--- src/rtl/multdiv_issue_ctrl.sv ---
// Issue/stall sequencer for the shared multi-cycle multiply/divide unit in execute.
// Latches operands, pulses start once, stalls the pipe and presents the result for one cycle.
module multdiv_issue_ctrl #(
  parameter int WIDTH   = 32,
  parameter int TIMEOUT = 64,
  parameter int CNT_W   = 7,
  parameter int MUL_EXC = 4,
  parameter int DIV_EXC = 5
) (
  input  logic             clock,
  input  logic             reset,
  input  logic             ex_valid,
  input  logic             ex_is_mult,
  input  logic             ex_is_div,
  input  logic [WIDTH-1:0] ex_opA,
  input  logic [WIDTH-1:0] ex_opB,
  input  logic [4:0]       ex_rd,
  input  logic             flush,
  output logic [WIDTH-1:0] md_opA,
  output logic [WIDTH-1:0] md_opB,
  output logic             md_ctrl_mult,
  output logic             md_ctrl_div,
  input  logic [WIDTH-1:0] md_result,
  input  logic             md_exception,
  input  logic             md_ready,
  output logic             stall,
  output logic             res_valid,
  output logic [WIDTH-1:0] res_data,
  output logic [4:0]       res_rd,
  output logic             res_exc,
  output logic             busy,
  output logic             timeout_err
);

  localparam logic [4:0] EXC_RD = 5'd30;

  typedef enum logic [1:0] {IDLE, BUSY, DONE} state_t;

  state_t           state, state_nxt;
  logic [CNT_W-1:0] cnt;
  logic [4:0]       rd_lat;
  logic             op_mult;
  logic             accept;
  logic             start_cyc;
  logic             ready_ok;
  logic             timed_out;

  function automatic logic [WIDTH-1:0] exc_code(input logic is_mul);
    return is_mul ? WIDTH'(MUL_EXC) : WIDTH'(DIV_EXC);
  endfunction

  assign accept    = ex_valid & (ex_is_mult | ex_is_div) & ~flush;
  // A ready coinciding with the start pulse belongs to no operation of ours.
  assign start_cyc = md_ctrl_mult | md_ctrl_div;
  assign ready_ok  = md_ready & ~start_cyc;
  assign timed_out = (cnt == CNT_W'(TIMEOUT - 1));

  always_comb begin
    state_nxt = state;
    stall     = 1'b0;
    res_valid = 1'b0;
    busy      = (state != IDLE);
    case (state)
      IDLE: begin
        stall = accept;
        if (accept) state_nxt = BUSY;
      end
      BUSY: begin
        stall = 1'b1;
        if (flush)          state_nxt = IDLE;
        else if (ready_ok)  state_nxt = DONE;
        else if (timed_out) state_nxt = DONE;
      end
      DONE: begin
        res_valid = 1'b1;
        state_nxt = IDLE;
      end
      default: state_nxt = IDLE;
    endcase
  end

  always_ff @(posedge clock or negedge reset) begin
    if (!reset) state <= IDLE;
    else        state <= state_nxt;
  end

  // Stage p0: operand capture / start pulse; stage p1: result capture.
  always_ff @(posedge clock or negedge reset) begin
    if (!reset) begin
      cnt          <= '0;
      md_opA       <= '0;
      md_opB       <= '0;
      md_ctrl_mult <= 1'b0;
      md_ctrl_div  <= 1'b0;
      rd_lat       <= '0;
      op_mult      <= 1'b0;
      res_data     <= '0;
      res_rd       <= '0;
      res_exc      <= 1'b0;
      timeout_err  <= 1'b0;
    end else begin
      md_ctrl_mult <= 1'b0;
      md_ctrl_div  <= 1'b0;
      case (state)
        IDLE: begin
          if (accept) begin
            md_opA       <= ex_opA;
            md_opB       <= ex_opB;
            rd_lat       <= ex_rd;
            op_mult      <= ex_is_mult;
            md_ctrl_mult <= ex_is_mult;
            md_ctrl_div  <= ~ex_is_mult;
            cnt          <= '0;
          end
        end
        BUSY: begin
          cnt <= cnt + CNT_W'(1);
          if (!flush) begin
            if (ready_ok) begin
              res_data <= md_exception ? exc_code(op_mult) : md_result;
              res_rd   <= md_exception ? EXC_RD : rd_lat;
              res_exc  <= md_exception;
            end else if (timed_out) begin
              res_data    <= '0;
              res_rd      <= EXC_RD;
              res_exc     <= 1'b1;
              timeout_err <= 1'b1;
            end
          end
        end
        default: ;
      endcase
    end
  end

endmodule

--- config.mk ---
export PLATFORM = sky130hd
export DESIGN_NAME = multdiv_issue_ctrl
export DESIGN_NICKNAME = d
export VERILOG_FILES = /design/src/rtl/multdiv_issue_ctrl.sv
export SDC_FILE = /design/constraint.sdc
export NUM_CORES = 1
export LEC_CHECK = 0
export BUFFER_PORTS_ARGS = -buffer_cell sky130_fd_sc_hd__buf_2
export CORE_MARGIN = 1
export CORE_UTILIZATION = 52
export CTS_BUF_LIST = sky130_fd_sc_hd__clkbuf_16
export CTS_CLUSTER_DIAMETER = 40
export DETAILED_ROUTE_END_ITERATION = 12
export HOLD_SLACK_MARGIN = 0.05
export PLACE_DENSITY = 0.87
export SETUP_SLACK_MARGIN = 0.4
export SLEW_MARGIN = 30
export SYNTH_ARGS = -nofsm -noshare
export SYNTH_HDL_FRONTEND = slang
export SYNTH_SLANG_ARGS = --single-unit
--- constraint.sdc ---
create_clock -name clock -period 6.1 [get_ports clock]
set_input_delay 0.915 -clock clock [delete_from_list [all_inputs] [get_ports clock]]
set_output_delay 0.915 -clock clock [all_outputs]
set_load 0.01 [all_outputs]
==> results of run 1 <==
-- power breakdown --
group	total, mW	switching, mW	leakage, nW	internal [mW]
Sequential	1.05	0.109	1.36	0.942
Combinational	0.554	0.250	1.97	0.304
Clock	1.09	0.334	0.313	0.752
Total	2.69	0.693	3.64	2.00
-- critical path: cells and delay by family --
family | cells | cell delay, ns
buffers and inverters | 2 | 0.33
and+or+nand+nor | 1 | 0.56
AOI/OAI and AO/OA | 1 | 0.42
-- worst min-delay path by stage --
stage | slack (ns) | end | cells after the start | from
5_1_grt | 0.48 | timeout_err | 1 | timeout_err
6_report | 0.46 | timeout_err | 1 | timeout_err
3_3_place_gp | 0.45 | timeout_err | 1 | timeout_err
2_1_floorplan | 0.44 | cnt[6] | 1 | cnt[6]
4_1_cts | 0.47 | timeout_err | 1 | timeout_err
3_5_place_dp | 0.45 | timeout_err | 1 | timeout_err
-- per-layer routing --
metal,share of wire [%],GRT usage (%)
met5,0,0
met4,1.7,9.29
met3,6.8,7.21
met2,51,43.7
met1,41,31.7
-- kinds of logic (layout without fill, tap and decap cells) --
kind of cell	Yosys count	count (layout)	synth area share [%]
buf+inv	58	283	6.22
other cells	0	1	0
simple gates	77	77	7.36
fa+ha+maj	1	1	0.229
flops	120	120	55.0
mux	74	74	19.9
compound gates	84	84	11.3
-- layout make-up --
type                            instances  area share, %
Inverter                               29           1.51
Sequential cell                       120           41.7
Timing Repair Buffer                  223           16.0
Tap cell                              136           2.37
Clock inverter                         14           2.94
Clock buffer                           17           5.91
Antenna cell                            1         0.0348
Multi-Input combinational cell        236           29.5
-- layout by cell type (no fill, tap or decap), types with 17 or more instances in the layout --
cell       count
clkbuf_16     17
o211ai_1      63
mux2_4        68
nand2_1       38
inv_1         30
dfrtp_1      120
buf_2        215
-- flip-flops by register name (all words and copies together), names as in the netlist --
signal,count
md_opA,32
md_opB,32
res_data,32
cnt,7
rd_lat,5
res_rd,5
state,2
md_ctrl_div,1
md_ctrl_mult,1
op_mult,1
res_exc,1
timeout_err,1
==> impl_metrics.env, run 1 <==
export IMPL_hpwlAfterDp_um=9550
export IMPL_fin_setup_tns_ns=0
export IMPL_r2r_end="md_opA[27]"
export IMPL_yosysMostFrequentCell="dfrtp_1"
export IMPL_grt_pass1_wl_um=21900
export IMPL_startpoint_type="primary input"
export IMPL_slowest_stage="or4b_4"
export IMPL_start_util_pct=53.3
export IMPL_rsz0062_at_grt="false"
export IMPL_crit_top_cell="buf_2"
export IMPL_root_buffer="clkbuf_16"
export IMPL_grt_pass1_vias=4367
export IMPL_crit_required_ns=5.18
export IMPL_area_delta_synth_final_pct=31.9
export IMPL_slew_headroom_pct=43.6
export IMPL_clk_pin_slew_ns=0.05
export IMPL_path_cells="buf_2 -> or4b_4 -> o21ai_0 -> buf_2"
export IMPL_fin_area_um2=7190
export IMPL_rrSetupSlack_ns=3.43
export IMPL_post_dp_cell_area_um2=6530
export IMPL_critical_path_class="in -> out"
export IMPL_maxSlewViolCount=0
export IMPL_cts_max_level=4
export IMPL_clock_sinks=120
export IMPL_core_um2=10200
export IMPL_peakVddDrop_v=0.000221
export IMPL_antenna_found_initial=1
export IMPL_wire_per_inst_um=17.8
export IMPL_worst_slack_ns=2.97
export IMPL_fillers=738
export IMPL_insertion_delay_ns=0.40
export IMPL_rr_startpoint="state[1]"
export IMPL_crit_arrival_ns=2.22
export IMPL_dr_first_iter_drc_count=193
export IMPL_netlist_cell_type_count=41
export IMPL_seqCellArea_um2=3000
export IMPL_numCtsBuffers=17
export IMPL_rows=37
export IMPL_die_y_um=104
export IMPL_p_leak_nw=3.64
export IMPL_synth_commonest_cells="dfrtp_1, mux2_4, o211ai_1"
export IMPL_multiInputGateArea_um2=2120
export IMPL_worstHoldPathType="reg -> reg"
export IMPL_syn_nets=524
export IMPL_place_congestion=0.767
export IMPL_final_core_util_pct=70.3
export IMPL_cts_tree="built"
export IMPL_ctsHoldBuffers=0
export IMPL_cpPeakStageDelay_ns=0.56
export IMPL_die_area_um2=10900
export IMPL_maxCapViolCount=0
export IMPL_power_mw=2.69
export IMPL_io_buffers=216
export IMPL_report_final_hold_viol_count=0
export IMPL_drc_errors=0
export IMPL_hold_slack_ns=0.462
export IMPL_io_pins=217
export IMPL_synth_area_per_cell_um2=13.2
export IMPL_nets=737
export IMPL_yosysSeqAreaShare_pct=55.0
export IMPL_dr_pass1_iters=4
export IMPL_finalSetupViolations=0
export IMPL_yosysTopAreaCell="dfrtp_1"
export IMPL_routed_wl_um=13800
export IMPL_end_kind="output pin"
export IMPL_netlist_top_cells_area="dfrtp_1, mux2_4, o211ai_1, nand2_1, buf_12"
export IMPL_synth_top_cell_area_share_pct=55.0
export IMPL_grt_max_degree=70
export IMPL_synth_seq_cells=120
export IMPL_cts_resized=0
export IMPL_synth_ff_type="dfrtp_1"
export IMPL_critical_path_endpoint="stall"
export IMPL_syn_cell_area_um2=5460
export IMPL_track_usage_pct=25.9
export IMPL_yosysWarnings=0
export IMPL_dp_cells=743
export IMPL_powerDensity_nw_per_um2=374
export IMPL_synth_edf_count=0
export IMPL_final_cells=776
export IMPL_min_period_over_period_pct=51.3
export IMPL_status="finished, final reports clean"
export IMPL_viasPerCell=5.45
export IMPL_cp_startpoint="flush"
export IMPL_fmax_ghz=0.319
export IMPL_final_layout_size_suffix_gt1_share_pct=50.7
export IMPL_clockBufferDepth=2
export IMPL_fp_dieW_um=104
export IMPL_reg2reg_depth=5
export IMPL_post_cts_buffers=0
export IMPL_pre_cts_ws_ns=2.61
export IMPL_synthCells=414
export IMPL_worstMarginPinSlew_ns=0.845
export IMPL_ys_async_sr_fraction_pct=100
export IMPL_vias=4228
export IMPL_grt_overflow_total=0
export IMPL_ant_nets=0
export IMPL_min_period_ns=3.13
export IMPL_clock_skew_ns=0.00448
export IMPL_cp_max_fo=7
(Power assumes the default switching activity.)
==> run 2, diff against run 1 <==
--- a/config.mk
+++ b/config.mk
@@ -5,14 +5,15 @@
 export SDC_FILE = /design/constraint.sdc
 export NUM_CORES = 1
 export LEC_CHECK = 0
+export ABC_AREA = 1
 export BUFFER_PORTS_ARGS = -buffer_cell sky130_fd_sc_hd__buf_2
 export CORE_MARGIN = 1
-export CORE_UTILIZATION = 52
+export CORE_UTILIZATION = 43
 export CTS_BUF_LIST = sky130_fd_sc_hd__clkbuf_16
 export CTS_CLUSTER_DIAMETER = 40
 export DETAILED_ROUTE_END_ITERATION = 12
 export HOLD_SLACK_MARGIN = 0.05
-export PLACE_DENSITY = 0.87
+export PLACE_DENSITY = 0.78
 export SETUP_SLACK_MARGIN = 0.4
 export SLEW_MARGIN = 30
 export SYNTH_ARGS = -nofsm -noshare
==> constraint.sdc (replaced) <==
create_clock -name clock -period 2.85 [get_ports clock]
set_input_delay 0.4275 -clock clock [delete_from_list [all_inputs] [get_ports clock]]
set_output_delay 0.4275 -clock clock [all_outputs]
set_load 0.01 [all_outputs]
==> run 2 against run 1 <==
Combinational power increased by 86%; worst hold slack worse by 0.26 ns; register-to-register slack got worse by 2.5 ns; final cell count increased by 26%; highest routed layer unchanged; sequential share of layout area up 2.1 points; synthesized area fell by 7.7%; final area shrank 4.8%; die area increased by 11%; clock power is 100% higher; critical path depth is 3 higher; sequential power increased by 110%.
==> impl_metrics.env, run 2 <==
export IMPL_status="finished, final reports clean"
export IMPL_yosysSeqAreaShare_pct=59.7
export IMPL_cp_max_fo=39
export IMPL_syn_nets=723
export IMPL_fp_dieW_um=110
export IMPL_seqCellArea_um2=3000
export IMPL_min_period_over_period_pct=68.4
export IMPL_maxSlewViolCount=0
export IMPL_path_cells="nor2_2 -> nand2_2 -> buf_4 -> nand2_4 -> nand2_4 -> nand2_1 -> nand2_1"
export IMPL_drc_errors=0
export IMPL_synth_ff_type="dfrtp_1"
export IMPL_use_met3_pct=7.82
export IMPL_worstMarginPinSlew_ns=0.656
export IMPL_post_cts_buffers=0
export IMPL_synth_top_cell_area_share_pct=59.7
export IMPL_antenna_found_initial=1
export IMPL_seq_power_share_pct=40.8
export IMPL_vias=4687
export IMPL_area_delta_synth_final_pct=36.0
export IMPL_grt_overflow_total=0
export IMPL_peakVddDrop_v=0.000499
export IMPL_synth_commonest_cells="nand2_1, dfrtp_1, nand3_1"
export IMPL_dr_first_iter_drc_count=339
export IMPL_grtUsageMet2_pct=33.9
export IMPL_grt_pass1_wl_um=20000
export IMPL_routed_wl_um=12700
export IMPL_nets=933
export IMPL_core_um2=11400
export IMPL_clock_sinks=120
export IMPL_rows=39
export IMPL_final_layout_size_suffix_gt1_share_pct=31.3
export IMPL_yosysMostFrequentCell="nand2_1"
export IMPL_ant_nets=0
export IMPL_pwr_share_clk_pct=40.4
export IMPL_synth_seq_cells=120
export IMPL_io_buffers=216
export IMPL_synth_edf_count=0
export IMPL_track_usage_pct=21.6
export IMPL_ys_async_sr_fraction_pct=100
export IMPL_synthCells=613
export IMPL_numCtsBuffers=17
export IMPL_dr_pass1_iters=5
export IMPL_yosysWarnings=0
export IMPL_io_pins=217
export IMPL_cts_tree="built"
export IMPL_rrSetupSlack_ns=0.90
export IMPL_clk_pin_slew_ns=0.05
export IMPL_p_leak_nw=4.02
export IMPL_fin_setup_tns_ns=0
export IMPL_multiInputGateArea_um2=1820
export IMPL_startpoint_type="register"
export IMPL_yosysTopAreaCell="dfrtp_1"
export IMPL_place_congestion=0.794
export IMPL_fillers=1026
export IMPL_hpwlAfterDp_um=8670
export IMPL_fin_area_um2=6850
export IMPL_netlist_top_cells_area="dfrtp_1, nand2_1, nand3_1, nor2_1, buf_2"
export IMPL_rsz0062_at_grt="false"
export IMPL_mostFrequentLayoutCells="nand2_1, buf_2, dfrtp_1, nand3_1, nor2_1"
export IMPL_crit_arrival_ns=2.24
export IMPL_slew_headroom_pct=56.1
export IMPL_comb_power_share_pct=18.8
export IMPL_die_y_um=110
export IMPL_swShare_pct=28.4
export IMPL_syn_cell_area_um2=5030
export IMPL_viasPerCell=4.78
export IMPL_grt_busiest_layer="met2"
export IMPL_die_area_um2=12100
export IMPL_met1_usage_pct=26.9
export IMPL_grt_pass1_vias=4307
export IMPL_end_kind="register"
export IMPL_p_sw_mw=1.55
export IMPL_start_util_pct=44.1
export IMPL_post_dp_cell_area_um2=6220
export IMPL_min_period_ns=1.95
export IMPL_netlist_cell_type_count=21
export IMPL_slowest_stage="dfrtp_1"
export IMPL_powerDensity_nw_per_um2=796
export IMPL_worstHoldPathType="in -> reg"
export IMPL_wire_per_inst_um=12.9
export IMPL_critical_path_class="reg -> reg"
export IMPL_crit_required_ns=3.14
export IMPL_grt_max_degree=64
export IMPL_internal_power_mw=3.90
export IMPL_fmax_ghz=0.513
export IMPL_report_final_hold_viol_count=0
export IMPL_cpPeakStageDelay_ns=0.40
export IMPL_root_buffer="clkbuf_16"
export IMPL_maxCapViolCount=0
export IMPL_insertion_delay_ns=0.41
export IMPL_cts_max_level=4
export IMPL_layout_commonest_cell="nand2_1"
export IMPL_finalSetupViolations=0
export IMPL_reg_largest_list="md_opA: 32 flops, md_opB: 32 flops, res_data: 32 flops"
export IMPL_synth_area_per_cell_um2=8.21
export IMPL_clockBufferDepth=2
export IMPL_clock_skew_ns=0.00859
run 2: cell types whose count changed in the layout (fill, tap and decap cells not counted), moves of 5 or more:
cell / previous run / this run
nor2_1: 6 / 40
clkinvlp_4: 0 / 5
nand3_1: 2 / 49
nand2_1: 38 / 327
mux2_4: 68 / 0
nor3_1: 5 / 0
o211ai_1: 63 / 1
inv_1: 30 / 14
run 2: worst max-delay path: cells and delay by family, from the launching register on:
family        cells  cell delay, ns
buf+inv           1            0.24
simple gates      6            1.16
flops             1            0.40
run 2: final cells by class:
| class | count | area share (%) |
|---|---|---|
| Clock buffer | 17 | 6.21 |
| Antenna cell | 2 | 0.0731 |
| Inverter | 15 | 0.822 |
| Sequential cell | 120 | 43.9 |
| Tap cell | 143 | 2.61 |
| Timing Repair Buffer | 224 | 17.1 |
| Multi-Input combinational cell | 445 | 26.6 |
| Clock inverter | 15 | 2.69 |
run 2: logic make-up after synthesis:
group | count (synthesis) | share of synthesized area [%]
buffers and inverters | 48 | 4.32
DFF | 120 | 59.7
AOI/OAI and AO/OA | 12 | 1.29
and+or+nand+nor | 432 | 34.5
adders and majority gates | 1 | 0.249
run 2: power groups by stage:
stage / Combinational (mW) / Clock (mW) / Sequential, mW
CTS: 1.04 / 2.24 / 2.22
detailed placement: 1.05 / 0 / 2.23
finish: 1.03 / 2.20 / 2.22
global route: 1.18 / 2.31 / 2.26
floorplan: 0.390 / 0 / 2.37
global placement: 1.01 / 0 / 2.24
run 2: worst paths after layout:
path | start | to | cells past startpoint
min in group asynchronous | reset | res_data[7] | 2
setup / recovery | md_ctrl_mult | res_rd[3] | 7
setup reg to reg | md_ctrl_mult | res_rd[3] | 7
hold / removal | ex_is_mult | md_ctrl_div | 2
hold reg to reg | res_rd[2] | res_rd[2] | 2
max in group asynchronous | reset | md_opB[11] | 3
run 2: per-layer routing:
metal  vias to the layer above  share of wire, %
met2                       199                46
li1                       2321                 -
met5                         -                 0
met4                         0               1.5
met3                        21               9.3
met1                      2146                43
run 2: timing repair:
action	in CTS	in global routing
resized for setup	0	0
hold buffers	1	0
setup endpoints to repair	0	0
hold endpoints to repair	20	0
run 2: metrics by stage:
step / total power [mW] / hold slack, ns / setup WS [ns] / utilization (%) / cells
floorplan: 2.76 / 0.132 / 1.32 / - / 613
global placement: 3.25 / 0.337 / 0.886 / 54.5 / 946
detailed placement: 3.28 / 0.342 / 0.905 / 54.5 / 946
CTS: 5.50 / 0.183 / 0.876 / 59.9 / 979
global route: 5.75 / 0.184 / 0.705 / 59.9 / 979
finish: 5.45 / 0.202 / 0.901 / 60.0 / 981
